==> src/rtl/fetch_stage_pkg.sv <==
// Shared processor definitions: fetch FSM states and the NOP encoding.
package fetch_stage_pkg;

  typedef enum logic [1:0] {
    IDLE  = 2'd0,
    FETCH = 2'd1,
    HOLD  = 2'd2
  } fetch_state_t;

  localparam logic [31:0] NOP = 32'h0000_0000;

endpackage

==> src/rtl/fetch_stage_mux.sv <==
// Generic N-bit 2:1 multiplexer, purely combinational: y = s ? i1 : i0.
module mux_2NtoN #(
  parameter int N = 32
) (
  input  logic [N-1:0] i0,
  input  logic [N-1:0] i1,
  input  logic         s,
  output logic [N-1:0] y
);

  assign y = s ? i1 : i0;

endmodule

==> src/rtl/fetch_stage.sv <==
// Instruction fetch stage with IF/ID register; one instruction per cycle at zero wait states.
// A stall that coincides with a returned word parks it in a hold buffer; flush redirects and inserts one request gap.
module fetch_stage
  import fetch_stage_pkg::*;
#(
  parameter int           N        = 32,
  parameter logic [N-1:0] RESET_PC = '0
) (
  input  logic         clk,
  input  logic         rst,
  input  logic         PCSrc,
  input  logic [N-1:0] branch_target,
  input  logic         stall,
  input  logic         flush,
  output logic [N-1:0] imem_addr,
  output logic         imem_req,
  input  logic [N-1:0] imem_rdata,
  input  logic         imem_ready,
  output logic [N-1:0] PC_F,
  output logic [N-1:0] Instr_D,
  output logic [N-1:0] PCPlus4_D,
  output logic         valid_D,
  output logic         align_err
);

  fetch_state_t state, state_nxt;
  logic [N-1:0] hold_buf;
  logic [N-1:0] pc_plus4;
  logic [N-1:0] target_aligned;
  logic [N-1:0] pc_next;
  logic         misaligned;
  logic         pc_load;
  logic         d_from_mem;
  logic         d_from_hold;
  logic         d_bubble;
  logic         hold_cap;

  assign pc_plus4       = PC_F + N'(4);
  assign target_aligned = {branch_target[N-1:2], 2'b00};
  assign misaligned     = |branch_target[1:0];

  mux_2NtoN #(.N(N)) u_next_pc (
    .i0 (pc_plus4),
    .i1 (target_aligned),
    .s  (PCSrc | flush),
    .y  (pc_next)
  );

  assign imem_addr = PC_F;
  assign imem_req  = (state == FETCH);

  always_ff @(posedge clk or negedge rst) begin
    if (!rst) state <= IDLE;
    else      state <= state_nxt;
  end

  always_comb begin
    state_nxt   = state;
    pc_load     = 1'b0;
    d_from_mem  = 1'b0;
    d_from_hold = 1'b0;
    d_bubble    = 1'b0;
    hold_cap    = 1'b0;
    if (flush) begin
      state_nxt = IDLE;
    end else begin
      case (state)
        IDLE: state_nxt = FETCH;
        FETCH: begin
          if (!stall) begin
            if (imem_ready) begin
              d_from_mem = 1'b1;
              pc_load    = 1'b1;
            end else begin
              d_bubble = 1'b1;
            end
          end else if (imem_ready) begin
            hold_cap  = 1'b1;
            state_nxt = HOLD;
          end
        end
        HOLD: begin
          if (!stall) begin
            d_from_hold = 1'b1;
            pc_load     = 1'b1;
            state_nxt   = FETCH;
          end
        end
        default: state_nxt = IDLE;
      endcase
    end
  end

  always_ff @(posedge clk or negedge rst) begin
    if (!rst) begin
      PC_F      <= RESET_PC;
      Instr_D   <= N'(NOP);
      PCPlus4_D <= '0;
      valid_D   <= 1'b0;
      hold_buf  <= '0;
      align_err <= 1'b0;
    end else begin
      align_err <= 1'b0;
      if (flush) begin
        // Redirect wins over everything, including a word parked in the hold buffer.
        PC_F      <= pc_next;
        Instr_D   <= N'(NOP);
        valid_D   <= 1'b0;
        hold_buf  <= '0;
        align_err <= misaligned;
      end else begin
        if (pc_load) begin
          PC_F      <= pc_next;
          align_err <= PCSrc & misaligned;
        end
        if (d_from_mem || d_from_hold) begin
          Instr_D   <= d_from_mem ? imem_rdata : hold_buf;
          PCPlus4_D <= pc_plus4;
          valid_D   <= 1'b1;
        end
        if (d_bubble) valid_D <= 1'b0;
        if (hold_cap) hold_buf <= imem_rdata;
      end
    end
  end

endmodule

==> config.mk <==
export PLATFORM = sky130hd
export DESIGN_NAME = fetch_stage
export DESIGN_NICKNAME = d
export VERILOG_FILES = /design/src/rtl/fetch_stage_pkg.sv /design/src/rtl/fetch_stage_mux.sv /design/src/rtl/fetch_stage.sv
export SDC_FILE = /design/constraint.sdc
export NUM_CORES = 1
export LEC_CHECK = 0
export CORE_MARGIN = 2
export CORE_UTILIZATION = 30
export CTS_BUF_LIST = sky130_fd_sc_hd__clkbuf_4
export CTS_CLUSTER_DIAMETER = 120
export DETAILED_ROUTE_END_ITERATION = 6
export GPL_TIMING_DRIVEN = 0
export SETUP_SLACK_MARGIN = 0.05
export SLEW_MARGIN = 10
export SYNTH_ARGS = -nofsm -noshare
export SYNTH_HDL_FRONTEND = slang
export SYNTH_SLANG_ARGS = --single-unit
==> constraint.sdc <==
create_clock -name clk -period 2.84 [get_ports clk]
set_input_delay 0.568 -clock clk [delete_from_list [all_inputs] [get_ports clk]]
set_output_delay 0.568 -clock clk [all_outputs]
set_load 0.01 [all_outputs]
==> impl_metrics.toml <==
[yosys]
yosys_warnings = 0
synthFlopType = "dfrtp_1"
ys_ff_latch = 128
synth.most_common_cell = "dfrtp_1"
synth.area.top_cells = "dfrtp_1 50%, mux2i_1 5.4%, a22o_1 4.5%, nor2_1 4.5%, buf_4 4.4%"
synth_seq_area_share_pct = 50.4
netlist_area_um2 = 6350
synthArstFlopShare_pct = 100
yosysTopAreaCell = "dfrtp_1"
synth_cells = 610
synth_commonest_cells = "128 x dfrtp_1, 76 x nor2_1, 44 x a21oi_1"
syn_area_per_cell_um2 = 10.4
synth.distinct_cells = 52
synth_edf_count = 0
synth_top_area_share_pct = 50.4

[clock_tree]
cts_buffer_depth = 2
cts_tree = "done"
clock-root-buffer = "clkbuf_4"
cts_sinks = 128
clk_pin_slew_ps = 120
postCtsSetupBuffers = 0
htreeDepth = 4
cts_buffers = 17
cts.hold.buffers_added = 0
clk_latency_ps = 520
cts_resized = 0

[die]
pin_count = 201
coreArea_um2 = 20900
die_area_um2 = 22400
start_util_pct = 30.4
die-width_um = 150
rows = 53
die_h_um = 150

[setup_path]
crit_chain = "inv_1 -> ha_1 -> a21oi_2 -> o21ai_1 -> clkbuf_1 -> o21ai_0 -> nand2_1 -> o21ai_0"
critPathSlowestCell = "clkbuf_1"
path_max_fanout = 10
start_kind = "register"
path_class = "register to register"
critPathMaxStageDelay_ps = 550
crit_path_frequent_cell = "o21ai_0"
cp.arrival_ps = 2950
critical_path.top_delay_family = "compound AO/OA/AOI/OAI gates"
path_buf_inv = 2
cp.required_ps = 3230
setup.worst_path.end_class = "register"

[placement]
port_buffers = 193
place_hpwl_um = 14300
post-place-ws_ps = -231
routabilityCongestion = 0.832

[sta]
fin_crit_ps = 2560
fin_ws_ps = 280
hold_viol = 0
max_slew_margin_pct = 48.7
worstMarginPinSlew_ps = 769
slew_viol_final = 0
hold_slack_ps = 90.0
max_freq_mhz = 391
fin_skew_ps = 23.4
rsz0062_at_grt = "no"
setup_viol = 0
finalCritPeriodShare_pct = 90.1

[grt]
grt_use_total_pct = 18.1
met2_usage_pct = 29.4
grt_pass1_vias = 5515
grt_pass1_wl_um = 31000
grt_remaining_overflow = 0
grt_max_degree = 80
antenna_found_initial = 0
use_met1_pct = 23.2
grt_use_met3_pct = 5.95
top_usage_layer = "met2"

[routing]
drc = 0
drtAntennaViolNets = 0
dr.pass1.iters = 5
drt_iter0_drc = 232
vias_per_cell = 4.93
via_count = 5504
wl_um = 19900
wire_per_inst_um = 17.9

[finish]
seqCellArea_um2 = 3200
antennaDiodeCount = 0
multi_input_area_um2 = 2700
nets = 903
area_growth_pct = 41.3
fillCellCount = 2097
layout-drive-gt1-share_pct = 11.7

[min_path]
hp-class = "input port to async pin"

[power]
vdd_drop_max_mv = 0.261
p_leak_nw = 3.63
total_power_w = 0.00676
power_density_nw_per_um2 = 752

[run_status]
status = "completed"

[run]
max_cap_violations = 0
-- power by group --
group	switching (W)	internal (W)	leakage, nW
clock network	0.000703	0.000616	0.155
registers	0.000402	0.00227	1.63
logic	0.00126	0.00150	1.84
-- registers in the layout, summed over array words and instances, names as in the netlist --
signal	flops
align_err	1
valid_D	1
PC_F	30
PCPlus4_D	30
state	2
hold_buf	32
Instr_D	32
-- cell usage in the layout, fill, tap and decap left out, drive strengths merged, types with 11 or more instances in the layout --
cell           instances
nor3                  11
a211oi                33
dfrtp                128
clkbuf                46
nor2                  76
nand2                 28
clkdlybuf4s50        192
xor2                  14
buf                   50
inv                   11
a22o                  33
a21oi                 46
o21ai                 22
mux2i                 34
nand4                 11
xnor2                 14
nand3                 11
-- routing by layer --
layer / wire length [µm] / vias to the layer above
li1: - / 2597
met1: 8620 / 2685
met2: 9300 / 203
met3: 1740 / 19
met4: 275 / 0
met5: 0 / -
-- worst register-to-register path, delay by kind of cell, from the launching register on --
family,cells,cell delay (ps)
AO/OA/AOI/OAI,4,960
adder cells (fa/ha/maj),1,330
buffers and inverters,2,660
flip-flops,1,410
AND/OR/NAND/NOR,1,100
-- worst paths after layout --
path / slack [ps] / from / end / cells past startpoint
max: 280 / state[1] / PC_F[4] / 8
min: 90 / rst / PCPlus4_D[13] / 1
max reg2reg: 280 / state[1] / PC_F[4] / 8
min reg2reg: 510 / hold_buf[3] / hold_buf[3] / 1
max in group asynchronous: 2010 / rst / Instr_D[23] / 2
min in group clk: 460 / stall / valid_D / 3
-- cell type report --
class | instances | area share [%]
Timing Repair Buffer | 194 | 21.8
Clock inverter | 13 | 1.62
Inverter | 11 | 0.460
Clock buffer | 19 | 1.59
Buffer | 75 | 4.92
Sequential cell | 128 | 35.7
Tap cell | 275 | 3.83
Multi-Input combinational cell | 401 | 30.1
-- per-stage QoR --
stage / TNS (ps) / std cells / utilization, % / instance area [µm²]
final: 0 / 1116 / 43.0 / 8980
after global routing: 0 / 1116 / 43.0 / 8980
after CTS: 0 / 1116 / 42.9 / 8960
after detailed placement: -3590 / 1084 / 41.5 / 8680
after global placement: -557330 / 1083 / 41.4 / 8650
after floorplan: 0 / 615 / - / 6370
-- cells by family after synthesis --
logic type / share of synthesized area [%]
compound gates: 18.9
flops: 50.4
simple gates: 12.5
xor+xnor: 3.86
mux: 5.71
other cells: 0.0590
buf+inv: 7.54
fa+ha+maj: 0.985
Note: power is estimated with default switching activity, not from simulation.
